### config.mk
export PLATFORM = sky130hd
export DESIGN_NAME = mem_stage_lsu
export DESIGN_NICKNAME = d
export VERILOG_FILES = /design/src/rtl/mem_pkg.sv /design/src/rtl/lsu_align.sv /design/src/rtl/mem_stage_lsu.sv
export SDC_FILE = /design/constraint.sdc
export NUM_CORES = 1
export LEC_CHECK = 0
export BUFFER_PORTS_ARGS = -buffer_cell sky130_fd_sc_hd__buf_2
export CORE_MARGIN = 1.5
export CORE_UTILIZATION = 48
export CTS_CLUSTER_SIZE = 16
export DETAILED_ROUTE_END_ITERATION = 6
export PLACE_DENSITY = 0.8
export SETUP_SLACK_MARGIN = 0.15
export SLEW_MARGIN = 20
export SYNTH_ARGS = -nofsm -noshare
export SYNTH_HDL_FRONTEND = slang
export SYNTH_SLANG_ARGS = --single-unit
export TNS_END_PERCENT = 100
### constraint.sdc
create_clock -name clk -period 2.1 [get_ports clk]
set_input_delay 0.21 -clock clk [delete_from_list [all_inputs] [get_ports clk]]
set_output_delay 0.21 -clock clk [all_outputs]
set_load 0.01 [all_outputs]
### src/rtl/mem_pkg.sv
// Shared definitions for the memory-stage load/store unit.
// - funct3 encodings for load/store size and signedness
// - FSM state type of mem_stage_lsu
package mem_pkg;

  localparam logic [2:0] F3_B  = 3'b000;
  localparam logic [2:0] F3_H  = 3'b001;
  localparam logic [2:0] F3_W  = 3'b010;
  localparam logic [2:0] F3_BU = 3'b100;
  localparam logic [2:0] F3_HU = 3'b101;

  typedef enum logic [1:0] {
    IDLE = 2'd0,
    REQ  = 2'd1,
    DONE = 2'd2
  } state_t;

endpackage

### src/rtl/lsu_align.sv
// Combinational lane logic for the load/store unit.
// Ports:
//   cur_size   funct3[1:0] of the instruction now in M (00 byte, 01 half, 10 word)
//   cur_off    address bits [1:0] of the instruction now in M
//   st_we      store strobe; byte enables are zero when clear
//   st_src     store source register
//   st_be      byte enables for the bus
//   st_wdata   lane-replicated store data
//   misalign   halfword on an odd address or word not on a 4-byte boundary
//   ld_funct3  funct3 of the captured load
//   ld_off     address bits [1:0] of the captured load
//   ld_word    captured bus read word
//   ld_value   extracted and extended load value
module lsu_align
  import mem_pkg::*;
(
  input  logic [1:0]  cur_size,
  input  logic [1:0]  cur_off,
  input  logic        st_we,
  input  logic [31:0] st_src,
  output logic [3:0]  st_be,
  output logic [31:0] st_wdata,
  output logic        misalign,
  input  logic [2:0]  ld_funct3,
  input  logic [1:0]  ld_off,
  input  logic [31:0] ld_word,
  output logic [31:0] ld_value
);

  logic [31:0] shifted;

  always_comb begin
    st_be    = 4'b0000;
    st_wdata = st_src;
    case (cur_size)
      2'b00: begin
        st_be    = 4'b0001 << cur_off;
        st_wdata = {4{st_src[7:0]}};
      end
      2'b01: begin
        st_be    = cur_off[1] ? 4'b1100 : 4'b0011;
        st_wdata = {2{st_src[15:0]}};
      end
      default: begin
        st_be    = 4'b1111;
        st_wdata = st_src;
      end
    endcase
    if (!st_we) st_be = 4'b0000;
  end

  assign misalign = ((cur_size == 2'b01) && cur_off[0]) ||
                    ((cur_size == 2'b10) && (cur_off != 2'b00));

  // Bring the addressed lane down to bit 0, then extend.
  assign shifted = ld_word >> {ld_off, 3'b000};

  always_comb begin
    ld_value = shifted;
    case (ld_funct3)
      F3_B:    ld_value = {{24{shifted[7]}}, shifted[7:0]};
      F3_H:    ld_value = {{16{shifted[15]}}, shifted[15:0]};
      F3_BU:   ld_value = {24'h0, shifted[7:0]};
      F3_HU:   ld_value = {16'h0, shifted[15:0]};
      default: ld_value = shifted;
    endcase
  end

endmodule

### src/rtl/mem_stage_lsu.sv
// Memory-stage load/store unit for a 5-stage RV32I pipeline.
// Turns the M-stage access into a req/ack bus transaction, stalls the
// upstream pipeline until it completes and presents the extended load value
// to the MEM/WB register during the single DONE cycle.
// Ports:
//   clk, rst                 clock, synchronous active-high reset
//   rd_enM, wr_enM           load / store in M (mutually exclusive)
//   funct3M, ALUResultM      access size/sign and byte address
//   rdata2M                  store source
//   dmem_*                   data bus; dmem_req is held until ack or timeout
//   rdata                    load result, zero outside DONE or for stores
//   stallM                   freeze PC .. EX/MEM
//   misalignM                combinational misalignment flag
//   bus_errM                 one-cycle pulse after a timeout abort
//   state_dbg                current FSM state
// Handshake: dmem_req rises at the edge leaving IDLE and the request fields
// stay frozen while it is high; a cycle with dmem_req = 1 and dmem_ack = 1
// completes the transfer. dmem_ack outside REQ is ignored.
module mem_stage_lsu
  import mem_pkg::*;
#(
  parameter int TIMEOUT = 16,
  parameter int CNT_W   = 5
) (
  input  logic        clk,
  input  logic        rst,
  input  logic        rd_enM,
  input  logic        wr_enM,
  input  logic [2:0]  funct3M,
  input  logic [31:0] ALUResultM,
  input  logic [31:0] rdata2M,
  output logic        dmem_req,
  output logic        dmem_we,
  output logic [31:0] dmem_addr,
  output logic [31:0] dmem_wdata,
  output logic [3:0]  dmem_be,
  input  logic        dmem_ack,
  input  logic [31:0] dmem_rdata,
  output logic [31:0] rdata,
  output logic        stallM,
  output logic        misalignM,
  output logic        bus_errM,
  output state_t      state_dbg
);

  localparam logic [CNT_W-1:0] TO_LAST = CNT_W'(TIMEOUT - 1);

  state_t            state_q, state_d;
  logic [CNT_W-1:0]  cnt_q;
  logic              req_q, we_q, ld_q, err_q;
  logic [31:0]       addr_q, wdata_q, word_q;
  logic [3:0]        be_q;
  logic [2:0]        f3_q;
  logic [1:0]        off_q;

  logic              access, misal;
  logic              issue, ack_take, timeout;
  logic [3:0]        st_be;
  logic [31:0]       st_wdata, ld_value;

  assign access = rd_enM | wr_enM;

  lsu_align u_align (
    .cur_size  (funct3M[1:0]),
    .cur_off   (ALUResultM[1:0]),
    .st_we     (wr_enM),
    .st_src    (rdata2M),
    .st_be     (st_be),
    .st_wdata  (st_wdata),
    .misalign  (misal),
    .ld_funct3 (f3_q),
    .ld_off    (off_q),
    .ld_word   (word_q),
    .ld_value  (ld_value)
  );

  always_comb begin
    state_d  = state_q;
    stallM   = 1'b0;
    issue    = 1'b0;
    ack_take = 1'b0;
    timeout  = 1'b0;
    case (state_q)
      IDLE: begin
        if (access && !misal) begin
          stallM  = 1'b1;
          issue   = 1'b1;
          state_d = REQ;
        end
      end
      REQ: begin
        stallM = 1'b1;
        // An ack on the final allowed cycle still wins over the timeout.
        if (dmem_ack) begin
          ack_take = 1'b1;
          state_d  = DONE;
        end else if (cnt_q == TO_LAST) begin
          timeout = 1'b1;
          state_d = DONE;
        end
      end
      DONE:    state_d = IDLE;
      default: state_d = IDLE;
    endcase
  end

  always_ff @(posedge clk) begin
    if (rst) begin
      state_q <= IDLE;
      cnt_q   <= '0;
      req_q   <= 1'b0;
      we_q    <= 1'b0;
      ld_q    <= 1'b0;
      err_q   <= 1'b0;
      addr_q  <= '0;
      wdata_q <= '0;
      word_q  <= '0;
      be_q    <= '0;
      f3_q    <= '0;
      off_q   <= '0;
    end else begin
      state_q <= state_d;
      err_q   <= timeout;
      if (state_q == REQ) cnt_q <= cnt_q + 1'b1;
      else                cnt_q <= '0;
      if (issue) begin
        req_q   <= 1'b1;
        we_q    <= wr_enM;
        ld_q    <= rd_enM;
        addr_q  <= {ALUResultM[31:2], 2'b00};
        wdata_q <= st_wdata;
        be_q    <= st_be;
        f3_q    <= funct3M;
        off_q   <= ALUResultM[1:0];
      end
      if (ack_take) begin
        req_q  <= 1'b0;
        word_q <= dmem_rdata;
      end
      if (timeout) begin
        req_q  <= 1'b0;
        word_q <= '0;
      end
    end
  end

  assign dmem_req   = req_q;
  assign dmem_we    = we_q;
  assign dmem_addr  = addr_q;
  assign dmem_wdata = wdata_q;
  assign dmem_be    = be_q;
  assign rdata      = (state_q == DONE && ld_q) ? ld_value : 32'h0;
  assign misalignM  = access & misal;
  assign bus_errM   = err_q;
  assign state_dbg  = state_q;

endmodule

Yosys cells after proc, flatten, opt, wreduce, memory -nomap -nowiden
Index checks and enable logic that the tools add are counted.
- $add $sub $neg: 1
- multiply operators: 0
- divide/modulo/power cells: 0
- magnitude comparators: 0
- equality and inequality tests: 10
- shift-type cells: 2
- mux-type cells: 18
- bitwise gates (word level): 3
- reductions and logical operators: 14
- operator list (kind ; count):
    32-bit one-hot mux with 4 select lines ; 1
    32-bit one-hot mux with 2 select lines ; 1
    32-bit 2-to-1 mux ; 1
    32-bit by 5-bit >> shifter with 32-bit output ; 1
    4-bit 2-to-1 mux ; 2
    4-bit one-hot mux with 2 select lines ; 1
    1-bit 2-to-1 mux ; 7
    3-bit equality test, second input constant ; 2
    2-bit 2-to-1 mux ; 3
    5-bit by 1-bit adder with 5-bit output, second input constant ; 1
    5-bit by 4-bit equality test with 1-bit output, second input constant ; 1
    2-bit by 1-bit equality test with 1-bit output, second input constant ; 2
    2-bit equality test, second input constant ; 2
    1-bit logical AND ; 4
    2-bit zero test ; 2
    2-bit one-hot mux with 2 select lines ; 1
    2-bit OR reduction ; 2
    1-bit by 2-bit << shifter with 4-bit output, first input constant ; 1
    3-bit by 1-bit equality test with 1-bit output, second input constant ; 1
    3-bit zero test ; 1
    3-bit != test, second input constant ; 1
    3-bit OR reduction ; 1
    2-bit != test, second input constant ; 1
    1-bit one-hot mux with 2 select lines ; 1
    7 further kinds ; 7
- flip-flop bits (word level): 114
- bits in latches: 0
- memory bits (writable): 0
- ROM bits: 0
- memories: 0

Logic depth before layout (Yosys ltp)
Gate-level depths: netlist (run 1).
- word-level depth: 7
- mapped depth: 6
- depth with buffers taken out: 6

Modules after synthesis
A second synthesis (run 1) with hierarchy kept.
- cells, all modules: 723
- area, all modules: 6352.3 sq um
- by module, submodules not included (module ; instances ; cells each ; area each (sq um) ; sequential area each (sq um)):
    mem_stage_lsu ; 1 ; 535 ; 5033.6 ; 2282.2
    lsu_align ; 1 ; 188 ; 1318.8 ; 0.0

Worst setup path after synthesis (run 1)
OpenSTA, ideal clock, no wires.
- path kind: register to output
- from: register off_q[0]
- to: output port rdata[29]
- arrival: 1.783 ns
- path slack: 0.107 ns
- stages on the path, launching flop included: 6
- cells stage by stage: dfxtp_1 -> clkbuf_1 -> mux2_2 -> o31ai_1 -> buf_2 -> o21ai_0
- cells in the longest elaborated chain, start to end: 3
- ends and longest elaborated chain (item ; line ; RTL):
    from (decl) ; mem_stage_lsu.sv:54 ; logic [1:0] off_q;
    from (signal assigned) ; mem_stage_lsu.sv:134 ; off_q <= ALUResultM[1:0];
    32-bit by 5-bit >> shifter with 32-bit output ; lsu_align.sv:56 ; assign shifted = ld_word >> {ld_off, 3'b000};
    32-bit one-hot mux with 4 select lines ; lsu_align.sv:60 ; case (ld_funct3)
    32-bit 2-to-1 mux ; mem_stage_lsu.sv:152 ; assign rdata = (state_q == DONE && ld_q) ? ld_value : 32'h0;
    to (decl) ; mem_stage_lsu.sv:39 ; output logic [31:0] rdata,
Every way passes these cells.

Worst setup path after layout (run 1)
- from: register off_q[0]
- to: output port rdata[20]
The elaborated chain is that of the path after synthesis.

==> results.py, run 1 <==
metrics = {
    "status": {
        "status": "complete, but fails checks",
        "violations": "negative setup slack",
    },
    "sta": {
        "final_max_slew_viol_count": 0,
        "finalWorstSetupSlack_ps": -246,
        "hold_viol_final": 0,
        "skew_ps": 12.0,
        "rsz0062_at_grt": "true",
        "slew_headroom_pct": 51.1,
        "whs_ps": 28.2,
        "finalSetupTns_ps": -3730,
        "setup_viol": 24,
        "min_period_ps": 2350,
        "post-route-period-util_pct": 112,
        "tightest_slew_ps": 733,
        "timing.fmax_mhz": 426,
    },
    "global_route": {
        "antenna_found_initial": 0,
        "grt_first_pass_wirelength_um": 27100,
        "grtUsageTotal_pct": 30.3,
        "grt.busiest_layer": "met2",
        "use_met2_pct": 52.3,
        "grt_pass1_vias": 5566,
        "gr-usage-met1_pct": 34.9,
        "gr-total-overflow": 0,
        "met3_usage_pct": 8.71,
        "grt_max_degree": 53,
    },
    "cells_and_area": {
        "layout-drive-gt1-share_pct": 34.4,
        "nets": 1053,
        "diodes": 0,
        "final_common_cell": "buf_2",
        "nFillCells": 623,
        "seqCellArea_mm2": 0.00229,
        "final_cell_mix": "205 x buf_2, 195 x nand2_1, 108 x dfxtp_1, 93 x a21oi_1, 78 x dlygate4sd3_1",
        "area_growth_pct": 59.2,
        "multiInputGateArea_mm2": 0.00286,
    },
    "place": {
        "dp_hpwl_um": 10400,
        "numPortBuffers": 208,
        "routabilityCongestion": 0.951,
    },
    "clock_network": {
        "clockRootBuffer": "clkbuf_8",
        "clk_path_buf_depth": 2,
        "clock_sinks": 114,
        "cts_tree": "yes",
        "cts_buffers": 17,
        "clkTransAtPathRegs_ps": 50,
        "insertion_delay_ps": 510,
        "htree_num_levels": 4,
    },
    "yosys": {
        "ys_warn_count": 0,
        "yosys_register_bits": 114,
        "synth_area_leader_cell": "dfxtp_1",
        "synth_area_per_cell_um2": 7.69,
        "synth.top_cells.by_area": "dfxtp_1 45%, nand2_1 15%, a21oi_1 9.3%",
        "yosys.area_share.adder_pct": 0.491,
        "synth_cells": 663,
        "yosys.area_share.xor_xnor_pct": 0.516,
        "synth-compound-area-share_pct": 20.2,
        "syn-cell-area_mm2": 0.00510,
        "synth_seq_area_share_pct": 44.8,
        "ys_types": 41,
        "synthMuxAreaShare_pct": 7.17,
        "synthSimpleGateAreaFrac_pct": 22.2,
        "synth_top_family_by_area": "simple AND/OR/NAND/NOR gates",
        "synth_top_area_share_pct": 44.8,
    },
    "worst_setup_path": {
        "max_stage_delay_ps": 380,
        "reg2reg_slack_ps": 270,
        "crit_required_ps": 1890,
        "cp_num_buf_inv": 2,
        "critical_path.top_delay_family": "buffers and inverters",
        "crit_chain": "nor2b_2 > mux2i_1 > o22ai_2 > buf_4 > o22ai_2 > buf_2",
        "cp_common_cell": "o22ai_2",
        "ff2ff_path_depth": 5,
        "crit_path_start_kind": "flop",
        "timing.rr.end": "word_q[10]",
        "crit_type": "flop to output port",
        "end_kind": "output port",
        "worst-path-max-fanout": 8,
        "slowest_stage": "dfxtp_4",
        "regToRegStartpoint": "cnt_q[0]",
        "worstPathArrival_ps": 2140,
    },
    "die": {
        "die_area_mm2": 0.0112,
        "die_y_um": 106,
        "start_util_pct": 49.4,
        "die_w_um": 106,
        "num_rows": 37,
        "core_mm2": 0.0103,
        "io_pins": 211,
    },
    "routing": {
        "vias_per_cell": 5.56,
        "wl_per_cell_um": 17.3,
        "drc": 0,
        "postRouteWirelength_um": 19000,
        "drtPass1Iterations": 6,
        "ant_nets": 0,
        "vias": 6091,
        "drt_iter0_markers": 424,
    },
    "power_and_ir_drop": {
        "peakVddDrop_uv": 517,
        "p_leak_nw": 3.57,
        "p_per_area_mw_per_mm2": 817,
    },
    "hold_path": {
        "min_path_type": "input pin to flop",
        "min_from": "rdata2M[9]",
        "hold_end": "dmem_wdata[9]",
        "min_path_cells": 3,
    },
    "run": {
        "maxCapViolations": 0,
    },
}
[power by group]
part	total, W	internal (W)	switching [W]	leakage [nW]
combinational	0.00127	0.000564	0.000704	2.35
clock	0.00291	0.00190	0.00102	0.288
sequential	0.00245	0.00233	0.000118	0.936
total	0.00663	0.00479	0.00184	3.57
[worst max-delay path by stage]
stage,startpoint,endpoint,slack [ps],cells after the start
finish,off_q[0],rdata[20],-250,6
CTS,off_q[0],rdata[9],-100,5
detailed placement,off_q[0],rdata[18],280,7
floorplan,off_q[0],rdata[29],230,5
global route,off_q[1],rdata[22],-380,7
global placement,off_q[0],rdata[30],310,7
[cell type report]
cell class                 count  share of cell area [%]
tap                          136                    2.10
inverter                       5                   0.231
clock inverter                 9                    1.59
timing repair buffer         317                    26.9
clock buffer                  23                    5.75
sequential                   114                    28.2
multi-input combinational    492                    35.2
[tightest hold or removal path, cell delays in order]
cell,delay (ps)
buf_2,120
o21ai_0,70
a311oi_1,90
[kinds of logic after synthesis]
kind of cell	after synthesis
and+or+nand+nor	276
AOI/OAI and AO/OA	174
DFF	114
buffers and inverters	58
muxes	35
xor gates and xnor gates	3
adders and majority gates	2
other	1
[cell usage after synthesis]
library cell,number
buf_4,2
and3b_1,1
a2111o_1,1
nor4b_2,1
o31ai_1,1
conb_1,1
or3b_2,1
and3_1,1
a21oi_1,95
or2_2,1
a2111oi_4,1
a311oi_1,8
nor3_1,2
nand3_1,2
buf_1,4
nor3b_1,1
mux2_2,2
a31o_2,1
nor4_1,1
or3_1,1
nand2_1,200
and2_1,1
mux2i_1,32
o21ai_0,25
inv_1,5
xnor2_1,1
mux4_2,1
clkbuf_1,40
nor2b_1,10
a211oi_1,29
o22ai_1,9
ha_1,2
buf_2,7
nor4bb_1,1
xor2_1,2
o211ai_1,2
nand2b_1,5
nor2_1,45
nand3b_1,2
dfxtp_1,114
a21o_1,2
[registers in the layout, summed over array words and instances, names as in the netlist, 2 cells and up]
register    cells
off_q           2
word_q         32
dmem_be         4
cnt_q           5
dmem_wdata     32
f3_q            3
state_dbg       2
dmem_addr      30
[timing repair]
action | in CTS | in global routing
gates resized for setup | 26 | 69
buffers inserted | 4 | 5
hold buffers | 78 | 0
setup endpoints to repair | 33 | 33
pin swaps | 8 | 14
cloned | 0 | 3
endpoints found under the hold margin | 82 | 0
[per-stage QoR]
step,util [%],area [um2],power (W),setup WS (ps),std cells
floorplan,-,5100,0.00306,227,664
global placement,60.9,6280,0.00347,312,974
detailed placement,60.9,6280,0.00348,278,974
CTS,75.2,7770,0.00650,-103,1088
global route,78.6,8120,0.00688,-377,1096
finish,78.6,8120,0.00663,-246,1096
[routing by layer]
layer / share of wire [%] / vias to the layer above / routed length, um
li1: - / 2828 / -
met1: 38 / 2788 / 7190
met2: 49 / 386 / 9300
met3: 9.2 / 89 / 1750
met4: 4.1 / 0 / 774
met5: 0 / - / 0
(Power assumes the default switching activity.)
==> run 2: changes to the inputs <==
--- a/config.mk
+++ b/config.mk
@@ -5,12 +5,13 @@
 export SDC_FILE = /design/constraint.sdc
 export NUM_CORES = 1
 export LEC_CHECK = 0
+export ABC_AREA = 1
 export BUFFER_PORTS_ARGS = -buffer_cell sky130_fd_sc_hd__buf_2
 export CORE_MARGIN = 1.5
-export CORE_UTILIZATION = 48
+export CORE_UTILIZATION = 50
 export CTS_CLUSTER_SIZE = 16
 export DETAILED_ROUTE_END_ITERATION = 6
-export PLACE_DENSITY = 0.8
+export PLACE_DENSITY = 0.81
 export SETUP_SLACK_MARGIN = 0.15
 export SLEW_MARGIN = 20
 export SYNTH_ARGS = -nofsm -noshare
==> run 2 against run 1 <==
The run ends with design-rule violations left. Sequential power rose by 3%. Synthesized area up 11%. First-iteration DRC count up 20%. Sequential share of layout area rose by 2.1 points. Global-route usage shrank 3.5 points. Utilization decreased by 9.6 points. Critical path type unchanged.
==> results.py, run 2 <==
metrics = {
    "die": {
        "num_rows": 38,
        "die_area_mm2": 0.0119,
        "die_y_um": 109,
        "io_pins": 211,
        "start_util_pct": 51.6,
        "core_mm2": 0.0109,
        "die_w_um": 109,
    },
    "routing": {
        "vias": 6035,
        "drtPass1Iterations": 7,
        "wl_per_cell_um": 13.8,
        "postRouteWirelength_um": 16300,
        "ant_nets": 0,
        "drc": 8,
        "vias_per_cell": 5.09,
        "drt_iter0_markers": 507,
    },
    "worst_setup_path": {
        "crit_path_start_kind": "flop",
        "crit_required_ps": 1890,
        "worst-path-max-fanout": 8,
        "end_kind": "output port",
        "worstPathArrival_ps": 1700,
        "crit_type": "flop to output port",
    },
    "power_and_ir_drop": {
        "p_leak_nw": 4.06,
        "p_per_area_mw_per_mm2": 937,
        "peakVddDrop_uv": 701,
    },
    "place": {
        "place_area_mm2": 0.00669,
        "dp_hpwl_um": 11000,
        "routabilityCongestion": 0.912,
        "numPortBuffers": 208,
    },
    "cells_and_area": {
        "layout-drive-gt1-share_pct": 29.3,
        "final_common_cell": "buf_2",
        "nets": 1138,
        "fin_area_mm2": 0.00755,
        "nFillCells": 944,
        "final_cell_mix": "208 x buf_2, 173 x nand2_1, 148 x nor2_1, 112 x dfxtp_1, 100 x inv_1",
        "area_growth_pct": 33.8,
    },
    "status": {
        "violations": "design-rule violations",
        "status": "complete, but fails checks",
    },
    "clock_network": {
        "clockRootBuffer": "clkbuf_16",
        "htree_num_levels": 4,
        "clkTransAtPathRegs_ps": 50,
        "clk_path_buf_depth": 2,
        "clock_sinks": 114,
        "cts_tree": "yes",
        "cts_buffers": 17,
        "insertion_delay_ps": 400,
    },
    "sta": {
        "hold_viol_final": 0,
        "timing.fmax_mhz": 524,
        "post-route-period-util_pct": 90.8,
        "skew_ps": 10.2,
        "setup_viol": 0,
        "rsz0062_at_grt": "true",
        "min_period_ps": 1910,
        "finalSetupTns_ps": 0,
        "final_max_slew_viol_count": 0,
    },
    "yosys": {
        "synth_top_flop_cell": "dfxtp_1",
        "yosysMostFrequentCell": "nand2_1",
        "ys_types": 28,
        "synth-compound-area-share_pct": 18.3,
        "synth_common_cells": "179 x nand2_1, 148 x nor2_1, 114 x dfxtp_1",
        "synth.top_cells.by_area": "dfxtp_1 40%, nand2_1 12%, nor2_1 9.8%",
        "synth_top_area_share_pct": 40.4,
        "yosys.area_share.adder_pct": 0.443,
        "synthMuxAreaShare_pct": 0,
        "yosys.area_share.xor_xnor_pct": 0,
        "synth_area_leader_cell": "dfxtp_1",
        "yosys_register_bits": 114,
        "synth_edf_count": 0,
        "synth_cells": 839,
        "synth_top_family_by_area": "simple AND/OR/NAND/NOR gates",
        "synth_area_per_cell_um2": 6.73,
        "async_flop_share_pct": 0,
        "syn-cell-area_mm2": 0.00564,
        "synth_seq_area_share_pct": 40.4,
        "synthSimpleGateAreaFrac_pct": 26.7,
        "ys_warn_count": 0,
    },
    "global_route": {
        "grtUsageTotal_pct": 26.8,
        "antenna_found_initial": 1,
        "grt_max_degree": 69,
        "grt_first_pass_wirelength_um": 25000,
        "grt_pass1_vias": 5341,
        "gr-total-overflow": 0,
    },
    "run": {
        "maxCapViolations": 0,
    },
    "hold_path": {
        "min_path_type": "input pin to flop",
    },
}
==> run 2: cell count changes after synthesis, moves of 32 or more <==
cell	before	now
nor2_1	45	148
inv_1	5	101
a21oi_1	95	39
mux2i_1	32	0
o211ai_1	2	47
o21ai_1	0	50
==> run 2: where the power goes <==
part	internal, W	switching, W
Combinational	0.000548	0.000875
Clock	0.00218	0.000951
Sequential	0.00239	0.000134
Total	0.00512	0.00196
==> run 2: final timing paths <==
kind,depth (start not counted),startpoint,end,slack (ps)
worst min-delay path,2,dmem_ack,bus_errM,20
worst max-delay path,8,off_q[0],rdata[22],190
worst max register to register,8,cnt_q[0],word_q[18],530
worst min register to register,1,cnt_q[0],cnt_q[0],440
==> run 2: final cells by class <==
class / count / area, um2 / share of cell area, %
multi-input combinational: 556 / 2690 / 35.6
tap: 140 / 175 / 2.32
sequential: 114 / 2290 / 30.3
inverter: 114 / 433 / 5.73
antenna: 1 / 2.50 / 0.0331
clock buffer: 21 / 470 / 6.23
clock inverter: 10 / 180 / 2.39
timing repair buffer: 229 / 1310 / 17.3
==> run 2: cells by family after synthesis <==
| logic type | after synthesis |
|---|---|
| and+or+nand+nor | 372 |
| AOI/OAI and AO/OA | 178 |
| buffers and inverters | 172 |
| DFF | 114 |
| adders and majority gates | 2 |
| other | 1 |
==> run 2: critical path, stage by stage (launching register included) <==
cell	delay, ps
dfxtp_4	410
buf_8	140
nand2_1	90
nand3_2	140
nand3_4	110
nand3_4	160
nand2_1	70
inv_1	60
buf_2	120
==> run 2: through the flow <==
stage	power [W]	hold WS, ps	setup WS (ps)	util, %	instances
detailed placement	0.00386	427	342	61.2	1147
global route	0.00741	1.41	63.3	69.0	1184
global placement	0.00383	431	455	61.2	1147
floorplan	0.00344	287	641	-	840
finish	0.00708	16.0	193	69.1	1185
CTS	0.00704	1.95	158	67.8	1181
==> run 2: per-layer routing <==
layer / global-route usage [%] / vias to the layer above / wire length [um] / share of wire, %
li1: - / 3034 / - / -
met1: 31.9 / 2641 / 6610 / 40
met2: 44.0 / 299 / 7660 / 47
met3: 8.07 / 61 / 1430 / 8.7
met4: 13.2 / 0 / 641 / 3.9
met5: 0 / - / 0 / 0
==> run 2: repair_timing <==
action	CTS	global route
cloned	3	1
hold buffers	0	0
pin swaps	3	6
setup buffers	0	2
endpoints found under the setup margin	20	24
resized for setup	11	28
==> run 3: changes to the inputs <==
--- a/config.mk
+++ b/config.mk
@@ -11,8 +11,9 @@
 export CORE_UTILIZATION = 50
 export CTS_CLUSTER_SIZE = 16
 export DETAILED_ROUTE_END_ITERATION = 6
+export HOLD_SLACK_MARGIN = 0.08
 export PLACE_DENSITY = 0.81
-export SETUP_SLACK_MARGIN = 0.15
+export SETUP_SLACK_MARGIN = 0.4
 export SLEW_MARGIN = 20
 export SYNTH_ARGS = -nofsm -noshare
 export SYNTH_HDL_FRONTEND = slang
==> run 3 against run 2 <==
Routed wire length rose by 16%. Clock power barely moved. Non-clock buffer count rose by 78. Sequential power barely moved. Critical path depth fell by 1. Sequential share of layout area fell by 3.3 points. Clock skew rose by 2.0 ps. The run now ends clean. Highest routed layer unchanged. Fmax fell by 4.8%. Cell count rose by 6.6%. Global-route usage rose by 3.1 points. Hold slack improved by 84 ps. Cell area rose by 12%.
==> results.py, run 3 (synthesis gave the netlist of run 2 again) <==
metrics = {
    "die": {
        "die_y_um": 109,
        "num_rows": 38,
        "die_w_um": 109,
        "core_mm2": 0.0109,
        "die_area_mm2": 0.0119,
        "start_util_pct": 51.6,
        "io_pins": 211,
    },
    "cells_and_area": {
        "stdcell_count": 1263,
        "area_growth_pct": 50.5,
        "layout-drive-gt1-share_pct": 32.1,
        "nets": 1216,
        "seqCellArea_mm2": 0.00229,
        "nFillCells": 755,
        "final_common_cell": "buf_2",
        "multiInputGateArea_mm2": 0.00283,
        "final_cell_mix": "199 x buf_2, 161 x nand2_1, 148 x nor2_1, 111 x dfxtp_1, 94 x inv_1",
    },
    "clock_network": {
        "clockRootBuffer": "clkbuf_16",
        "clk_path_buf_depth": 2,
        "cts_buffers": 17,
        "htree_num_levels": 4,
        "clkTransAtPathRegs_ps": 50,
        "clock_sinks": 114,
        "cts_tree": "yes",
        "insertion_delay_ps": 410,
    },
    "hold_path": {
        "min_path_type": "input pin to flop",
    },
    "worst_setup_path": {
        "worst-path-max-fanout": 8,
        "cp_num_buf_inv": 3,
        "crit_chain": "inv_1 > o21ai_4 > nand3_4 > nand3_4 > nand2_1 > inv_1 > buf_2",
        "crit_required_ps": 1890,
        "max_stage_delay_ps": 500,
        "worstPathArrival_ps": 1790,
        "crit_type": "flop to output port",
        "crit_path_start_kind": "flop",
        "slowest_stage": "dfxtp_1",
        "end_kind": "output port",
        "critical_path.top_delay_family": "flip-flops",
    },
    "routing": {
        "postRouteWirelength_um": 19000,
        "vias": 6577,
        "wl_per_cell_um": 15.0,
        "drc": 0,
        "drtPass1Iterations": 7,
        "drt_iter0_markers": 557,
        "ant_nets": 0,
        "vias_per_cell": 5.21,
    },
    "run": {
        "maxCapViolations": 0,
    },
    "place": {
        "routabilityCongestion": 0.912,
        "numPortBuffers": 208,
        "dp_hpwl_um": 11000,
        "placed_cells": 1147,
    },
    "global_route": {
        "grt_first_pass_wirelength_um": 27900,
        "antenna_found_initial": 1,
        "gr-total-overflow": 0,
        "grt_max_degree": 69,
        "grt_pass1_vias": 5980,
        "grtUsageTotal_pct": 29.9,
    },
    "power_and_ir_drop": {
        "p_per_area_mw_per_mm2": 865,
        "p_leak_nw": 4.42,
        "peakVddDrop_uv": 708,
        "power_w": 0.00734,
    },
    "sta": {
        "timing.fmax_mhz": 499,
        "setup_viol": 0,
        "finalSetupTns_ps": 0,
        "rsz0062_at_grt": "true",
        "post-route-period-util_pct": 95.4,
        "final_max_slew_viol_count": 0,
        "whs_ps": 99.8,
        "min_period_ps": 2000,
        "hold_viol_final": 0,
        "skew_ps": 12.2,
    },
    "status": {
        "status": "finished, final reports clean",
    },
}
==> run 3: changes by cell type in the layout (fill, tap and decap cells not counted), sizes merged <==
cell	delta
dlygate4sd3	+63
buf	+16
clkbuf	-1
==> run 3: cell type report <==
cell class              instances  share of cell area (%)
diodes                          1                  0.0295
clock buffers                  21                    5.54
clock inverters                10                    2.12
inverters                     114                    5.10
multi-input cells             556                    33.3
flip-flops and latches        114                    27.0
well taps                     140                    2.06
repair buffers                307                    24.9
==> run 3: worst paths after layout <==
| kind | start | cells after the start | slack [ps] | end |
|---|---|---|---|---|
| max reg2reg | cnt_q[0] | 8 | 490 | word_q[26] |
| min reg2reg | cnt_q[0] | 1 | 440 | cnt_q[0] |
| min | rdata2M[2] | 3 | 100 | dmem_wdata[2] |
| max | word_q[31] | 7 | 100 | rdata[19] |
==> run 3: tightest hold or removal path, cell delays in order <==
cell	delay (ps)
buf_2	120
o21ai_1	70
nor2_1	70
==> run 3: timing repair <==
action / 4_1_cts / 5_1_grt
buffers inserted: 9 / 8
hold endpoints to repair: 63 / 0
gates cloned: 4 / 0
pin swaps: 14 / 18
resized for setup: 48 / 52
hold buffers: 63 / 0
endpoints found under the setup margin: 33 / 89
==> run 3: per-stage QoR <==
stage	setup slack [ps]	utilization, %	cell area [um2]
3_5_place_dp	342	61.2	6690
6_report	95.9	77.7	8490
5_1_grt	32.5	77.7	8490
4_1_cts	245	75.4	8240
3_3_place_gp	455	61.2	6690
2_1_floorplan	641	-	5650
==> run 3: power by group <==
group	internal [W]	switching, W	total [W]
clock network	0.00219	0.000968	0.00315
logic	0.000685	0.000975	0.00166
registers	0.00239	0.000143	0.00253
==> run 3: routing by layer <==
metal	global-route usage [%]	up-vias	wire length [um]
met4	16.2	0	776
met1	34.0	2927	7200
met5	0	-	0
li1	-	3187	-
met2	50.3	380	9340
met3	8.85	83	1660
